===== config.mk =====
export PLATFORM = sky130hd
export DESIGN_NAME = step_profile_gen
export DESIGN_NICKNAME = d
export VERILOG_FILES = /design/src/rtl/stepper_pkg.sv /design/src/rtl/step_period_timer.sv /design/src/rtl/step_profile_gen.sv
export SDC_FILE = /design/constraint.sdc
export NUM_CORES = 1
export LEC_CHECK = 0
export ABC_CLOCK_PERIOD_IN_PS = 4550
export CAP_MARGIN = 10
export CORE_UTILIZATION = 45
export CTS_CLUSTER_DIAMETER = 120
export DETAILED_ROUTE_END_ITERATION = 6
export GPL_TIMING_DRIVEN = 0
export PLACE_DENSITY = 0.7
export SLEW_MARGIN = 20
export SYNTH_ARGS = -nofsm -noshare
export SYNTH_HDL_FRONTEND = slang
export SYNTH_SLANG_ARGS = --single-unit

===== constraint.sdc =====
create_clock -name clk -period 4.55 [get_ports clk]
set_input_delay 0.91 -clock clk [delete_from_list [all_inputs] [get_ports clk]]
set_output_delay 0.91 -clock clk [all_outputs]
set_load 0.02 [all_outputs]

===== src/rtl/stepper_pkg.sv =====
// stepper_pkg: shared profile-generator constants and the profile state encoding.
package stepper_pkg;
    localparam int CNT_W        = 16;
    localparam int START_PERIOD = 100;
    localparam int ACCEL_DEC    = 10;
    localparam int PULSE_W      = 4;

    typedef enum logic [2:0] {IDLE, ACCEL, CRUISE, DECEL, FIN} state_t;
endpackage


===== src/rtl/step_period_timer.sv =====
// step_period_timer: free-running period counter that shapes the step pulse while a move runs.
module step_period_timer
    import stepper_pkg::*;
(
    input  logic             clk,
    input  logic             xres,
    input  logic             run,
    input  logic [CNT_W-1:0] period,
    output logic             step_out,
    output logic             step_tick,
    output logic             period_end
);
    logic [CNT_W-1:0] cnt;

    // Held at zero when idle so the first pulse starts right after the move begins.
    always_ff @(posedge clk or negedge xres) begin
        if (!xres) cnt <= '0;
        else cnt <= (!run || period_end) ? '0 : cnt + 1'b1;
    end

    assign step_tick  = run && cnt == '0;
    assign period_end = run && cnt == period - 1'b1;
    assign step_out   = run && cnt < CNT_W'(PULSE_W);
endmodule


===== src/rtl/step_profile_gen.sv =====
// step_profile_gen: trapezoidal step clock and direction generator feeding the phase sequencer.
module step_profile_gen
    import stepper_pkg::*;
(
    input  logic             clk,
    input  logic             xres,
    input  logic             start,
    input  logic             dir_in,
    input  logic [CNT_W-1:0] step_num,
    input  logic [CNT_W-1:0] min_period,
    input  logic             stop,
    input  logic             abort,
    output logic             step_out,
    output logic             cw,
    output logic             busy,
    output logic             done,
    output logic [CNT_W-1:0] pos_cnt
);
    localparam logic [CNT_W-1:0] SP = CNT_W'(START_PERIOD);
    localparam logic [CNT_W-1:0] AD = CNT_W'(ACCEL_DEC);
    localparam logic [CNT_W-1:0] LO = CNT_W'(2 * PULSE_W);

    state_t           state;
    logic [CNT_W-1:0] remaining, acc, period, target;
    logic [CNT_W-1:0] target_in, up_period, dn_period, acc_dec, rem_min;
    logic             stop_l, step_tick, period_end, ramp_down;

    // Period steps saturate against START_PERIOD and the cruise target instead of wrapping.
    always_comb begin
        target_in = min_period < LO ? LO : (min_period > SP ? SP : min_period);
        up_period = (SP - period > AD) ? period + AD : SP;
        dn_period = (period - target > AD) ? period - AD : target;
        acc_dec   = (acc == '0) ? '0 : acc - 1'b1;
        rem_min   = (remaining < acc) ? remaining : acc;
        ramp_down = (state == ACCEL || state == CRUISE) && (remaining <= acc || stop_l || stop);
    end

    step_period_timer u_timer (
        .clk       (clk),
        .xres      (xres),
        .run       (busy),
        .period    (period),
        .step_out  (step_out),
        .step_tick (step_tick),
        .period_end(period_end)
    );

    always_ff @(posedge clk or negedge xres) begin
        if (!xres) begin
            state     <= IDLE;
            cw        <= 1'b0;
            busy      <= 1'b0;
            done      <= 1'b0;
            pos_cnt   <= '0;
            remaining <= '0;
            acc       <= '0;
            period    <= '0;
            target    <= '0;
            stop_l    <= 1'b0;
        end else begin
            case (state)
                IDLE: begin
                    stop_l <= 1'b0;
                    if (start) begin
                        cw        <= dir_in;
                        remaining <= step_num;
                        pos_cnt   <= '0;
                        acc       <= '0;
                        period    <= SP;
                        target    <= target_in;
                        state     <= (step_num == '0) ? FIN : ACCEL;
                        busy      <= step_num != '0;
                        done      <= step_num == '0;
                    end
                end
                FIN: begin
                    state <= IDLE;
                    done  <= 1'b0;
                end
                default: begin
                    if (step_tick) begin
                        remaining <= remaining - 1'b1;
                        pos_cnt   <= pos_cnt + 1'b1;
                    end
                    if (stop && state != DECEL) stop_l <= 1'b1;
                    if (abort || (period_end && (remaining == '0 || (ramp_down && rem_min == '0)))) begin
                        state <= FIN;
                        busy  <= 1'b0;
                        done  <= 1'b1;
                    end else if (period_end && ramp_down) begin
                        state     <= DECEL;
                        remaining <= rem_min;
                        period    <= up_period;
                        acc       <= acc_dec;
                    end else if (period_end && state == ACCEL) begin
                        period <= dn_period;
                        acc    <= acc + 1'b1;
                        if (dn_period == target) state <= CRUISE;
                    end else if (period_end && state == DECEL) begin
                        period <= up_period;
                        acc    <= acc_dec;
                    end
                end
            endcase
        end
    end
endmodule


==> insert_results.sql, run 1 <==
INSERT INTO impl_metrics (metric_group, metric, value, unit) VALUES
('power', 'power.share.sequential', '0.256', ''),
('worst_setup_path', 'worst_path_most_repeated_cell', 'sky130_fd_sc_hd__buf_4', ''),
('die', 'die_width', '143', 'um'),
('synthesis', 'synth_seq_area_share', '0.289', ''),
('worst_setup_path', 'cp.buffers_inverters', '6', ''),
('flow_run', 'timing.max_cap.violations', '0', ''),
('synthesis', 'syn-mean-instance-area', '7.90', 'um^2'),
('timing', 'hold_violations', '0', ''),
('worst_setup_path', 'crit_type', 'flip-flop to flip-flop', ''),
('timing', 'finalSetupViolations', '0', ''),
('power', 'power_frac_comb', '0.596', ''),
('global_route', 'number_of_global_route_vias_before_repair', '8508', ''),
('die', 'placeable_core_area', '19500', 'um^2'),
('synthesis', 'postSynthRegisterBits', '103', ''),
('routing', 'drt-wirelength-per-cell', '18.9', 'um'),
('global_route', 'gr-usage-all-layers', '0.282', ''),
('worst_setup_path', 'setup.worst_path.start_class', 'flip-flop', ''),
('die', 'start_util', '0.458', ''),
('worst_setup_path', 'critical_path_required', '4.79', 'ns'),
('power', 'switching_share', '0.502', ''),
('clocking', 'tritoncts', 'yes', ''),
('worst_setup_path', 'worst_reg_to_reg_setup_slack', '0.10', 'ns'),
('power', 'share_of_power_burned_in_the_clock_network', '0.149', ''),
('worst_setup_path', 'crit_arrival', '4.69', 'ns'),
('timing', 'timing_max_transition_violations_final', '0', ''),
('routing', 'postRouteWirelength', '27.7', 'mm'),
('die', 'rows', '51', ''),
('clocking', 'count_of_hold_buffers_inserted_by_post_cts_repair', '0', ''),
('timing', 'min_period_over_period', '0.977', ''),
('cells_and_area', 'antenna_cells_inserted', '0', ''),
('power', 'leakage_power', '4.17', 'nW'),
('worst_setup_path', 'critical-path-slowest-cell', 'sky130_fd_sc_hd__or4b_1', ''),
('clocking', 'worstSkewPairLatency', '0.38', 'ns'),
('placement', 'post-dp-hpwl', '20.8', 'mm'),
('cells_and_area', 'layout.filler_cells', '1885', ''),
('worst_setup_path', 'worst_setup_path_end_kind', 'flip-flop', ''),
('synthesis', 'async_flop_share', '1.00', ''),
('cells_and_area', 'area.growth.synth_to_final', '14.7', '%'),
('worst_setup_path', 'rr_worst_depth', '16', ''),
('global_route', 'grt_pass1_wl', '45.2', 'mm'),
('timing', 'timing.final.crit_period', '4.45', 'ns'),
('routing', 'ant_nets', '0', ''),
('routing', 'routed-via-count', '9095', ''),
('die', 'floorplan.die_area', '20400', 'um^2'),
('synthesis', 'number_of_flops_mapped_to_enable_cells_by_yosys', '0', ''),
('cells_and_area', 'design_area', '10200', 'um^2'),
('worst_setup_path', 'crit-reg2reg-launch', 'period[0]', ''),
('die', 'design.portCount', '58', ''),
('clocking', 'clock_sinks', '103', ''),
('placement', 'dpl_cell_area', '9840', 'um^2'),
('worst_setup_path', 'crit-reg2reg-capture', 'acc[4]', ''),
('clocking', 'clock_tree.root_cell', 'sky130_fd_sc_hd__clkbuf_16', ''),
('placement', 'gp_routability_congestion', '0.929', ''),
('timing', 'finalClockSkew', '0.0229', 'ns'),
('run_status', 'run_status', 'complete, no violations', ''),
('worst_setup_path', 'timing.critical_path.cells', 'clkbuf_1 -> inv_2 -> ha_1 -> or4b_1 -> or3_1 -> a2111oi_2 -> o211ai_1 -> nor4_4 -> buf_4 -> and4_1 -> buf_2 -> buf_4 -> buf_4 -> a311oi_1 -> o21ai_0 -> o31ai_1', ''),
('synthesis', 'synth.net_count', '1211', ''),
('power', 'vdd.ir_drop.worst', '0.000326', 'V'),
('clocking', 'cts_made_buffers', '9', ''),
('placement', 'port_buffers', '57', ''),
('synthesis', 'ys.warnings.count', '0', ''),
('die', 'dieHeight', '143', 'um'),
('synthesis', 'mappedNetlistArea', '8910', 'um^2'),
('timing', 'slew-limit-headroom', '0.414', ''),
('worst_setup_path', 'critical_path_peak_fanout', '10', ''),
('timing', 'worstMarginPinSlew', '0.875', 'ns'),
('routing', 'drtIter0Drc', '710', ''),
('power', 'netSwitchingPower', '2.92', 'mW'),
('power', 'p_int', '2.90', 'mW'),
('cells_and_area', 'final_nets', '1281', ''),
('synthesis', 'synth_cells', '1128', '');
==> per-layer routing <==
| layer | up-vias | track usage | wire length [um] |
|---|---|---|---|
| met5 | - | 0 | 0 |
| li1 | 4310 | - | - |
| met1 | 4332 | 0.391 | 12500 |
| met2 | 394 | 0.444 | 12500 |
| met4 | 0 | 0.0877 | 652 |
| met3 | 59 | 0.0520 | 2040 |
==> power by group through the flow <==
| stage | Sequential (mW) | Clock [mW] | Combinational, mW |
|---|---|---|---|
| detailed placement | 1.49 | 0 | 3.31 |
| floorplan | 1.40 | 0 | 2.46 |
| CTS | 1.47 | 0.879 | 3.35 |
| global placement | 1.48 | 0 | 3.24 |
| global route | 1.52 | 0.907 | 3.86 |
| finish | 1.49 | 0.864 | 3.47 |
==> area by class of cell <==
| cell class | count | area [um^2] | area share |
|---|---|---|---|
| tap | 265 | 332 | 0.0325 |
| multi-input combinational | 900 | 5850 | 0.573 |
| inverter | 55 | 206 | 0.0202 |
| buffer | 70 | 314 | 0.0308 |
| clock buffer | 9 | 225 | 0.0221 |
| clock inverter | 7 | 101 | 0.00992 |
| sequential | 103 | 2580 | 0.252 |
| timing repair buffer | 59 | 607 | 0.0594 |
==> how the worst max path moves through the flow <==
stage              start    endpoint  cells after the start
4_1_cts        period[0]   period[1]                     16
6_report       period[0]      acc[4]                     16
3_5_place_dp   period[0]  period[11]                     16
5_1_grt        period[0]      acc[4]                     17
3_3_place_gp        xres  pos_cnt[8]                      1
2_1_floorplan  period[0]  period[11]                     16
==> stage by stage <==
step,hold slack (ns),setup WS [ns],power (mW),std cells,util
finish,0.423,0.103,5.82,1468,0.525
global route,0.447,0.00204,6.29,1468,0.525
CTS,0.431,0.0266,5.70,1467,0.523
detailed placement,0.468,-0.228,4.80,1451,0.505
global placement,0.468,-1.79,4.72,1450,0.504
floorplan,0.491,0.684,3.86,1128,-
==> kinds of logic after synthesis <==
logic type	Yosys count	synth area share
mux	10	0.0115
buf+inv	125	0.0579
compound gates	308	0.231
fa+ha+maj	45	0.0641
xor+xnor	81	0.0827
flops	103	0.289
simple gates	456	0.263
==> registers in the layout, indices dropped and copies added (netlist names) <==
register / count
target: 16
u_timer.cnt: 16
remaining: 16
stop_l: 1
busy: 1
period: 16
state: 3
acc: 16
done: 1
pos_cnt: 16
cw: 1
==> Yosys cell counts, types with 4 or more instances <==
library cell,count,area share
sky130_fd_sc_hd__mux2i_1,8,0.0090
sky130_fd_sc_hd__nor4_1,22,0.015
sky130_fd_sc_hd__a311oi_1,4,0.0039
sky130_fd_sc_hd__o31ai_1,15,0.013
sky130_fd_sc_hd__nor2_1,113,0.048
sky130_fd_sc_hd__o21a_1,10,0.0084
sky130_fd_sc_hd__or4_1,8,0.0067
sky130_fd_sc_hd__and4_1,10,0.0098
sky130_fd_sc_hd__o211ai_1,13,0.011
sky130_fd_sc_hd__o21ai_0,64,0.036
sky130_fd_sc_hd__a21oi_1,65,0.037
sky130_fd_sc_hd__and2_1,7,0.0049
sky130_fd_sc_hd__and3_1,29,0.020
sky130_fd_sc_hd__xor2_1,38,0.037
sky130_fd_sc_hd__buf_2,13,0.0073
sky130_fd_sc_hd__a22oi_1,4,0.0034
sky130_fd_sc_hd__inv_1,55,0.023
sky130_fd_sc_hd__a22o_1,4,0.0039
sky130_fd_sc_hd__o311ai_0,9,0.0089
sky130_fd_sc_hd__a21o_1,7,0.0059
sky130_fd_sc_hd__or3_1,18,0.013
sky130_fd_sc_hd__or2_2,10,0.0070
sky130_fd_sc_hd__nor2b_1,8,0.0056
sky130_fd_sc_hd__dfrtp_1,103,0.29
sky130_fd_sc_hd__o22ai_1,13,0.0091
sky130_fd_sc_hd__a31oi_1,18,0.013
sky130_fd_sc_hd__nand2_1,96,0.040
sky130_fd_sc_hd__buf_1,5,0.0021
sky130_fd_sc_hd__a2111oi_0,5,0.0049
sky130_fd_sc_hd__nor3_1,29,0.016
sky130_fd_sc_hd__o21ai_1,6,0.0034
sky130_fd_sc_hd__o2111ai_1,6,0.0059
sky130_fd_sc_hd__nand4_1,25,0.018
sky130_fd_sc_hd__buf_4,6,0.0051
sky130_fd_sc_hd__a211oi_1,10,0.0084
sky130_fd_sc_hd__o21bai_1,8,0.0067
sky130_fd_sc_hd__nand3_1,50,0.028
sky130_fd_sc_hd__xnor2_1,41,0.040
sky130_fd_sc_hd__nand2b_1,12,0.0084
sky130_fd_sc_hd__clkbuf_1,45,0.019
sky130_fd_sc_hd__ha_1,44,0.062
==> repair_timing <==
action,in CTS,in global routing
gates resized for setup,3,11
buffers inserted,0,1
setup endpoints to repair,18,42
pin swaps,0,1
==> cells in the final DEF (no fill, tap or decap), types with 12 or more instances in the layout <==
cell                              synthesis  layout
sky130_fd_sc_hd__a21oi_1                 65      65
sky130_fd_sc_hd__dfrtp_1                103     103
sky130_fd_sc_hd__and3_1                  29      29
sky130_fd_sc_hd__xnor2_1                 41      41
sky130_fd_sc_hd__nand4_1                 25      25
sky130_fd_sc_hd__nand2_1                 96      96
sky130_fd_sc_hd__ha_1                    44      44
sky130_fd_sc_hd__buf_2                   13      12
sky130_fd_sc_hd__nor4_1                  22      22
sky130_fd_sc_hd__nor3_1                  29      29
sky130_fd_sc_hd__xor2_1                  38      38
sky130_fd_sc_hd__o211ai_1                13      13
sky130_fd_sc_hd__inv_1                   55      54
sky130_fd_sc_hd__o31ai_1                 15      15
sky130_fd_sc_hd__nor2_1                 113     113
sky130_fd_sc_hd__nand3_1                 50      50
sky130_fd_sc_hd__clkbuf_1                45      43
sky130_fd_sc_hd__o21ai_0                 64      64
sky130_fd_sc_hd__nand2b_1                12      12
sky130_fd_sc_hd__or3_1                   18      18
sky130_fd_sc_hd__o22ai_1                 13      13
sky130_fd_sc_hd__a31oi_1                 18      18
sky130_fd_sc_hd__clkdlybuf4s50_1          0      56
No activity file was read; power rests on OpenSTA's default activity.
==> run 2: changes to the inputs <==
--- a/config.mk
+++ b/config.mk
@@ -7,6 +7,7 @@
 export LEC_CHECK = 0
 export ABC_CLOCK_PERIOD_IN_PS = 4550
 export CAP_MARGIN = 10
+export CORE_MARGIN = 2
 export CORE_UTILIZATION = 45
 export CTS_CLUSTER_DIAMETER = 120
 export DETAILED_ROUTE_END_ITERATION = 6
==> insert_results.sql, run 2 (synthesis gave the netlist of run 1 again) <==
INSERT INTO impl_metrics (metric_group, metric, value, unit) VALUES
('timing', 'min_period_over_period', '0.954', ''),
('clocking', 'clock_tree.root_cell', 'sky130_fd_sc_hd__clkbuf_16', ''),
('clocking', 'tritoncts', 'yes', ''),
('placement', 'post-dp-hpwl', '20.9', 'mm'),
('worst_setup_path', 'crit-reg2reg-launch', 'period[1]', ''),
('global_route', 'gr-usage-all-layers', '0.274', ''),
('die', 'design.portCount', '58', ''),
('timing', 'finalSetupViolations', '0', ''),
('worst_setup_path', 'critical_path_peak_fanout', '10', ''),
('cells_and_area', 'finish.utilization', '0.524', ''),
('cells_and_area', 'antenna_cells_inserted', '0', ''),
('global_route', 'number_of_global_route_vias_before_repair', '8504', ''),
('placement', 'port_buffers', '57', ''),
('cells_and_area', 'mostFrequentLayoutCell', 'sky130_fd_sc_hd__nor2_1', ''),
('global_route', 'grt_use_met1', '0.385', ''),
('worst_setup_path', 'crit_type', 'flip-flop to flip-flop', ''),
('worst_setup_path', 'worst_reg_to_reg_setup_slack', '0.21', 'ns'),
('die', 'die_width', '145', 'um'),
('cells_and_area', 'area.growth.synth_to_final', '14.5', '%'),
('clocking', 'worstSkewPairLatency', '0.38', 'ns'),
('timing', 'slew-limit-headroom', '0.455', ''),
('global_route', 'busiest_layer', 'met2', ''),
('cells_and_area', 'layoutNonFillerInstCount', '1467', ''),
('timing', 'timing.final.crit_period', '4.34', 'ns'),
('clocking', 'cts_made_buffers', '9', ''),
('routing', 'drtIter0Drc', '903', ''),
('worst_setup_path', 'setup.worst_path.start_class', 'flip-flop', ''),
('cells_and_area', 'layout-drive-gt1-share', '0.0557', ''),
('global_route', 'grt_max_degree', '75', ''),
('worst_setup_path', 'source_of_the_critical_timing_path', 'period[1]', ''),
('placement', 'gp_routability_congestion', '0.952', ''),
('global_route', 'grt_antenna_before_repair', '0', ''),
('timing', 'final_critical_path_setup_slack', '0.207', 'ns'),
('cells_and_area', 'final_cell_mix', 'sky130_fd_sc_hd__nor2_1 (113), sky130_fd_sc_hd__dfrtp_1 (103), sky130_fd_sc_hd__nand2_1 (96)', ''),
('placement', 'dp_cells', '1451', ''),
('routing', 'drtPass1Iterations', '7', ''),
('flow_run', 'timing.max_cap.violations', '0', ''),
('routing', 'vias_per_cell', '6.17', ''),
('global_route', 'grt_pass1_wl', '45.0', 'mm'),
('timing', 'worst_hold_slack', '0.417', 'ns'),
('run_status', 'failed_checks', 'design-rule violations', ''),
('timing', 'timing_max_transition_violations_final', '0', ''),
('timing', 'hold_violations', '0', ''),
('timing', 'finalClockSkew', '0.0193', 'ns'),
('placement', 'place_worst_setup_slack', '-0.312', 'ns'),
('cells_and_area', 'final_nets', '1280', ''),
('routing', 'ant_nets', '0', ''),
('worst_setup_path', 'critical_path_required', '4.82', 'ns'),
('die', 'start_util', '0.458', ''),
('worst_setup_path', 'crit_arrival', '4.61', 'ns'),
('die', 'placeable_core_area', '19500', 'um^2'),
('routing', 'drt-wirelength-per-cell', '19.0', 'um'),
('run_status', 'run_status', 'complete, but fails checks', ''),
('die', 'rows', '51', ''),
('clocking', 'clock_sinks', '103', ''),
('global_route', 'total_grt_overflow', '0', ''),
('cells_and_area', 'layout.filler_cells', '1858', ''),
('power', 'pwrdens', '568', 'nW/um^2'),
('routing', 'drc_viols', '3', ''),
('power', 'vdd.ir_drop.worst', '0.000323', 'V'),
('die', 'floorplan.die_area', '20900', 'um^2'),
('global_route', 'met3_usage', '0.0536', ''),
('clocking', 'clkTransAtPathRegs', '0.09', 'ns'),
('min_path', 'worstHoldPathType', 'input pin to async pin', ''),
('global_route', 'grtUsageMet2', '0.423', ''),
('die', 'dieHeight', '145', 'um'),
('clocking', 'cts-root-to-sink-buffers', '2', ''),
('worst_setup_path', 'worst_setup_path_end_kind', 'flip-flop', ''),
('timing', 'worstMarginPinSlew', '0.797', 'ns'),
('timing', 'timing.setup.tns', '0', 'ns'),
('clocking', 'htree_num_levels', '3', ''),
('power', 'leakage_power', '4.17', 'nW'),
('timing', 'maxClockFrequency', '230', 'MHz'),
('routing', 'postRouteWirelength', '27.9', 'mm'),
('routing', 'routed-via-count', '9047', ''),
('clocking', 'count_of_hold_buffers_inserted_by_post_cts_repair', '0', '');
==> run 2: path summary, 6_finish.rpt <==
| path | endpoint | depth (start not counted) |
|---|---|---|
| min in group clk | cw | 2 |
| hold / removal | u_timer.cnt[3] | 1 |
| hold reg to reg | cw | 2 |
| setup reg to reg | period[10] | 16 |
| setup / recovery | period[10] | 16 |
| max in group asynchronous | remaining[6] | 2 |
==> run 2: worst max-delay path, cell delays in order (launching register included) <==
cell and delay [ns]:
sky130_fd_sc_hd__dfrtp_1 0.56, sky130_fd_sc_hd__inv_1 0.20, sky130_fd_sc_hd__ha_1 0.32, sky130_fd_sc_hd__a21boi_1 0.47, sky130_fd_sc_hd__nand2_1 0.13, sky130_fd_sc_hd__a2111oi_1 0.45, sky130_fd_sc_hd__nand4_1 0.21, sky130_fd_sc_hd__nor4_4 0.31
sky130_fd_sc_hd__buf_4 0.22, sky130_fd_sc_hd__and4_1 0.19, sky130_fd_sc_hd__buf_2 0.17, sky130_fd_sc_hd__buf_4 0.26, sky130_fd_sc_hd__buf_4 0.25, sky130_fd_sc_hd__nand2_1 0.08, sky130_fd_sc_hd__o32ai_1 0.12, sky130_fd_sc_hd__nor2_1 0.07
sky130_fd_sc_hd__o21ai_1 0.20
==> run 2: area by class of cell <==
type / instances / area, um^2 / share of cell area
multi-input cells: 900 / 5850 / 0.573
clock inverters: 7 / 96.3 / 0.00944
inverters: 55 / 206 / 0.0202
plain buffers: 69 / 310 / 0.0304
repair buffers: 59 / 607 / 0.0595
flip-flops and latches: 103 / 2580 / 0.253
clock buffers: 9 / 225 / 0.0221
well taps: 265 / 332 / 0.0325
==> run 2: through the flow <==
stage / cell area (um^2) / power [mW]
floorplan: 8910 / 3.86
global route: 10200 / 6.26
finish: 10200 / 5.80
global placement: 9810 / 4.74
CTS: 10200 / 5.70
detailed placement: 9840 / 4.80
==> run 2: layer usage <==
metal	vias up	share of wire
met2	420	0.44
met3	66	0.078
li1	4295	-
met1	4266	0.45
met5	-	0
met4	0	0.030
==> run 2: timing repair <==
item                                    CTS  global route
resized for setup                         4             9
setup buffers                             0             1
pin swaps                                 0             1
endpoints found under the setup margin   18            60
==> run 2: report_power, final <==
part           internal, mW  total, mW  switching [mW]
combinational          1.35       3.46            2.11
clock                 0.404      0.859           0.455
sequential             1.14       1.48           0.342
total                  2.89       5.80            2.91
==> run 3: changes to the inputs <==
--- a/config.mk
+++ b/config.mk
@@ -13,6 +13,7 @@
 export DETAILED_ROUTE_END_ITERATION = 6
 export GPL_TIMING_DRIVEN = 0
 export PLACE_DENSITY = 0.7
+export SKIP_CTS_REPAIR_TIMING = 1
 export SLEW_MARGIN = 20
 export SYNTH_ARGS = -nofsm -noshare
 export SYNTH_HDL_FRONTEND = slang
==> insert_results.sql, run 3 (synthesis gave the netlist of run 1 again) <==
INSERT INTO impl_metrics (metric_group, metric, value, unit) VALUES
('worst_setup_path', 'rr_worst_depth', '17', ''),
('placement', 'dpl_cell_area', '9840', 'um^2'),
('clocking', 'tritoncts', 'yes', ''),
('die', 'die_width', '145', 'um'),
('die', 'rows', '51', ''),
('worst_setup_path', 'critical_path_peak_fanout', '10', ''),
('clocking', 'cts_made_buffers', '9', ''),
('cells_and_area', 'layout-drive-gt1-share', '0.0557', ''),
('routing', 'vias_per_cell', '6.18', ''),
('clocking', 'clkTransAtPathRegs', '0.08', 'ns'),
('die', 'floorplan.die_area', '20900', 'um^2'),
('timing', 'finalSetupViolations', '0', ''),
('global_route', 'gr-usage-all-layers', '0.274', ''),
('routing', 'drtPass1Iterations', '7', ''),
('clocking', 'htree_num_levels', '3', ''),
('routing', 'drtIter0Drc', '851', ''),
('flow_run', 'timing.max_cap.violations', '0', ''),
('timing', 'worst_hold_slack', '0.418', 'ns'),
('worst_setup_path', 'critical_path_required', '4.82', 'ns'),
('die', 'start_util', '0.458', ''),
('die', 'dieHeight', '145', 'um'),
('timing', 'hold_violations', '0', ''),
('worst_setup_path', 'crit_type', 'flip-flop to flip-flop', ''),
('clocking', 'worstSkewPairLatency', '0.38', 'ns'),
('clocking', 'cts-root-to-sink-buffers', '2', ''),
('power', 'post-layout-total-power', '5.81', 'mW'),
('cells_and_area', 'area.growth.synth_to_final', '14.6', '%'),
('worst_setup_path', 'setup.worst_path.start_class', 'flip-flop', ''),
('die', 'design.portCount', '58', ''),
('timing', 'final_critical_path_setup_slack', '0.241', 'ns'),
('power', 'pwrdens', '570', 'nW/um^2'),
('clocking', 'clock_sinks', '103', ''),
('cells_and_area', 'design_area', '10200', 'um^2'),
('timing', 'timing_max_transition_violations_final', '0', ''),
('placement', 'place_worst_setup_slack', '-0.312', 'ns'),
('clocking', 'clock_tree.root_cell', 'sky130_fd_sc_hd__clkbuf_16', ''),
('cells_and_area', 'final_nets', '1280', ''),
('worst_setup_path', 'crit_arrival', '4.58', 'ns'),
('timing', 'maxClockFrequency', '232', 'MHz'),
('die', 'placeable_core_area', '19500', 'um^2'),
('routing', 'routed-via-count', '9074', ''),
('timing', 'slew-limit-headroom', '0.454', ''),
('run_status', 'failed_checks', 'design-rule violations', ''),
('timing', 'worstMarginPinSlew', '0.799', 'ns'),
('power', 'vdd.ir_drop.worst', '0.000322', 'V'),
('cells_and_area', 'layout.filler_cells', '1858', ''),
('timing', 'finalClockSkew', '0.0196', 'ns'),
('global_route', 'number_of_global_route_vias_before_repair', '8500', ''),
('worst_setup_path', 'worst_setup_path_end_kind', 'flip-flop', ''),
('routing', 'drt-wirelength-per-cell', '19.0', 'um'),
('routing', 'postRouteWirelength', '27.9', 'mm'),
('global_route', 'grt_pass1_wl', '45.0', 'mm'),
('cells_and_area', 'mostFrequentLayoutCell', 'sky130_fd_sc_hd__nor2_1', ''),
('global_route', 'grt_max_degree', '75', ''),
('min_path', 'worstHoldPathType', 'input pin to async pin', ''),
('run_status', 'run_status', 'complete, but fails checks', ''),
('power', 'leakage_power', '4.17', 'nW'),
('placement', 'post-dp-hpwl', '20.9', 'mm'),
('global_route', 'grt_antenna_before_repair', '0', ''),
('global_route', 'total_grt_overflow', '0', ''),
('routing', 'drc_viols', '2', ''),
('routing', 'ant_nets', '0', ''),
('cells_and_area', 'multi_input_gate_area_in_the_final_layout', '5850', 'um^2'),
('timing', 'min_period_over_period', '0.947', ''),
('placement', 'gp_routability_congestion', '0.952', ''),
('timing', 'timing.setup.tns', '0', 'ns'),
('placement', 'port_buffers', '57', ''),
('cells_and_area', 'final-seq-area', '2580', 'um^2'),
('timing', 'timing.final.crit_period', '4.31', 'ns'),
('cells_and_area', 'final_cell_mix', 'sky130_fd_sc_hd__nor2_1 (113), sky130_fd_sc_hd__dfrtp_1 (103), sky130_fd_sc_hd__nand2_1 (96)', '');
## run 3: changes by cell type in the layout (fill, tap and decap cells not counted)
cell / change
sky130_fd_sc_hd__a211oi_2: -1
sky130_fd_sc_hd__nor3_1: +1
sky130_fd_sc_hd__a211oi_4: +1
sky130_fd_sc_hd__nor3_2: -1
sky130_fd_sc_hd__diode_2: +1
sky130_fd_sc_hd__inv_1: -1
sky130_fd_sc_hd__inv_2: +1
## run 3: worst max-delay path: stages, from the launching register on
cell                        delay (ns)
sky130_fd_sc_hd__dfrtp_1          0.47
sky130_fd_sc_hd__buf_6            0.18
sky130_fd_sc_hd__inv_1            0.12
sky130_fd_sc_hd__ha_1             0.31
sky130_fd_sc_hd__a21boi_1         0.47
sky130_fd_sc_hd__nand2_1          0.13
sky130_fd_sc_hd__a2111oi_1        0.45
sky130_fd_sc_hd__nand4_1          0.21
sky130_fd_sc_hd__nor4_4           0.29
sky130_fd_sc_hd__buf_4            0.22
sky130_fd_sc_hd__and4_1           0.19
sky130_fd_sc_hd__buf_2            0.18
sky130_fd_sc_hd__buf_4            0.26
sky130_fd_sc_hd__buf_4            0.25
sky130_fd_sc_hd__nand2_1          0.08
sky130_fd_sc_hd__o32ai_1          0.12
sky130_fd_sc_hd__nor2_1           0.07
sky130_fd_sc_hd__o21ai_1          0.19
## run 3: cell type report
cell class / instances / area share
diodes: 1 / 0.000245
clock buffers: 9 / 0.0221
flip-flops and latches: 103 / 0.253
repair buffers: 59 / 0.0595
plain buffers: 69 / 0.0304
inverters: 55 / 0.0202
clock inverters: 7 / 0.00944
well taps: 265 / 0.0325
multi-input cells: 900 / 0.573
## run 3: metal layers
metal  up-vias  part of all wire  track usage
li1       4293                 -            -
met1      4296              0.44        0.385
met2       421              0.44        0.423
met3        64             0.084       0.0536
met4         0             0.028       0.0920
met5         -                 0            0
## run 3: report_power, final
part	switching (mW)	total (mW)	internal, mW
logic	2.12	3.47	1.35
clock network	0.452	0.856	0.404
registers	0.345	1.48	1.14
total	2.92	5.81	2.90
## run 3: per-stage QoR
| stage | util | std cells |
|---|---|---|
| 6_report | 0.524 | 1468 |
| 2_1_floorplan | - | 1128 |
| 4_1_cts | 0.522 | 1467 |
| 3_3_place_gp | 0.504 | 1450 |
| 5_1_grt | 0.524 | 1467 |
| 3_5_place_dp | 0.505 | 1451 |
## run 3: path summary, 6_finish.rpt
check | startpoint | to | slack, ns
min in group clk | cw | cw | 0.50
worst max register to register | period[2] | period[10] | 0.24
max in group asynchronous | xres | remaining[6] | 3.43
worst min-delay path | xres | u_timer.cnt[3] | 0.42
worst max-delay path | period[2] | period[10] | 0.24
worst min register to register | cw | cw | 0.50
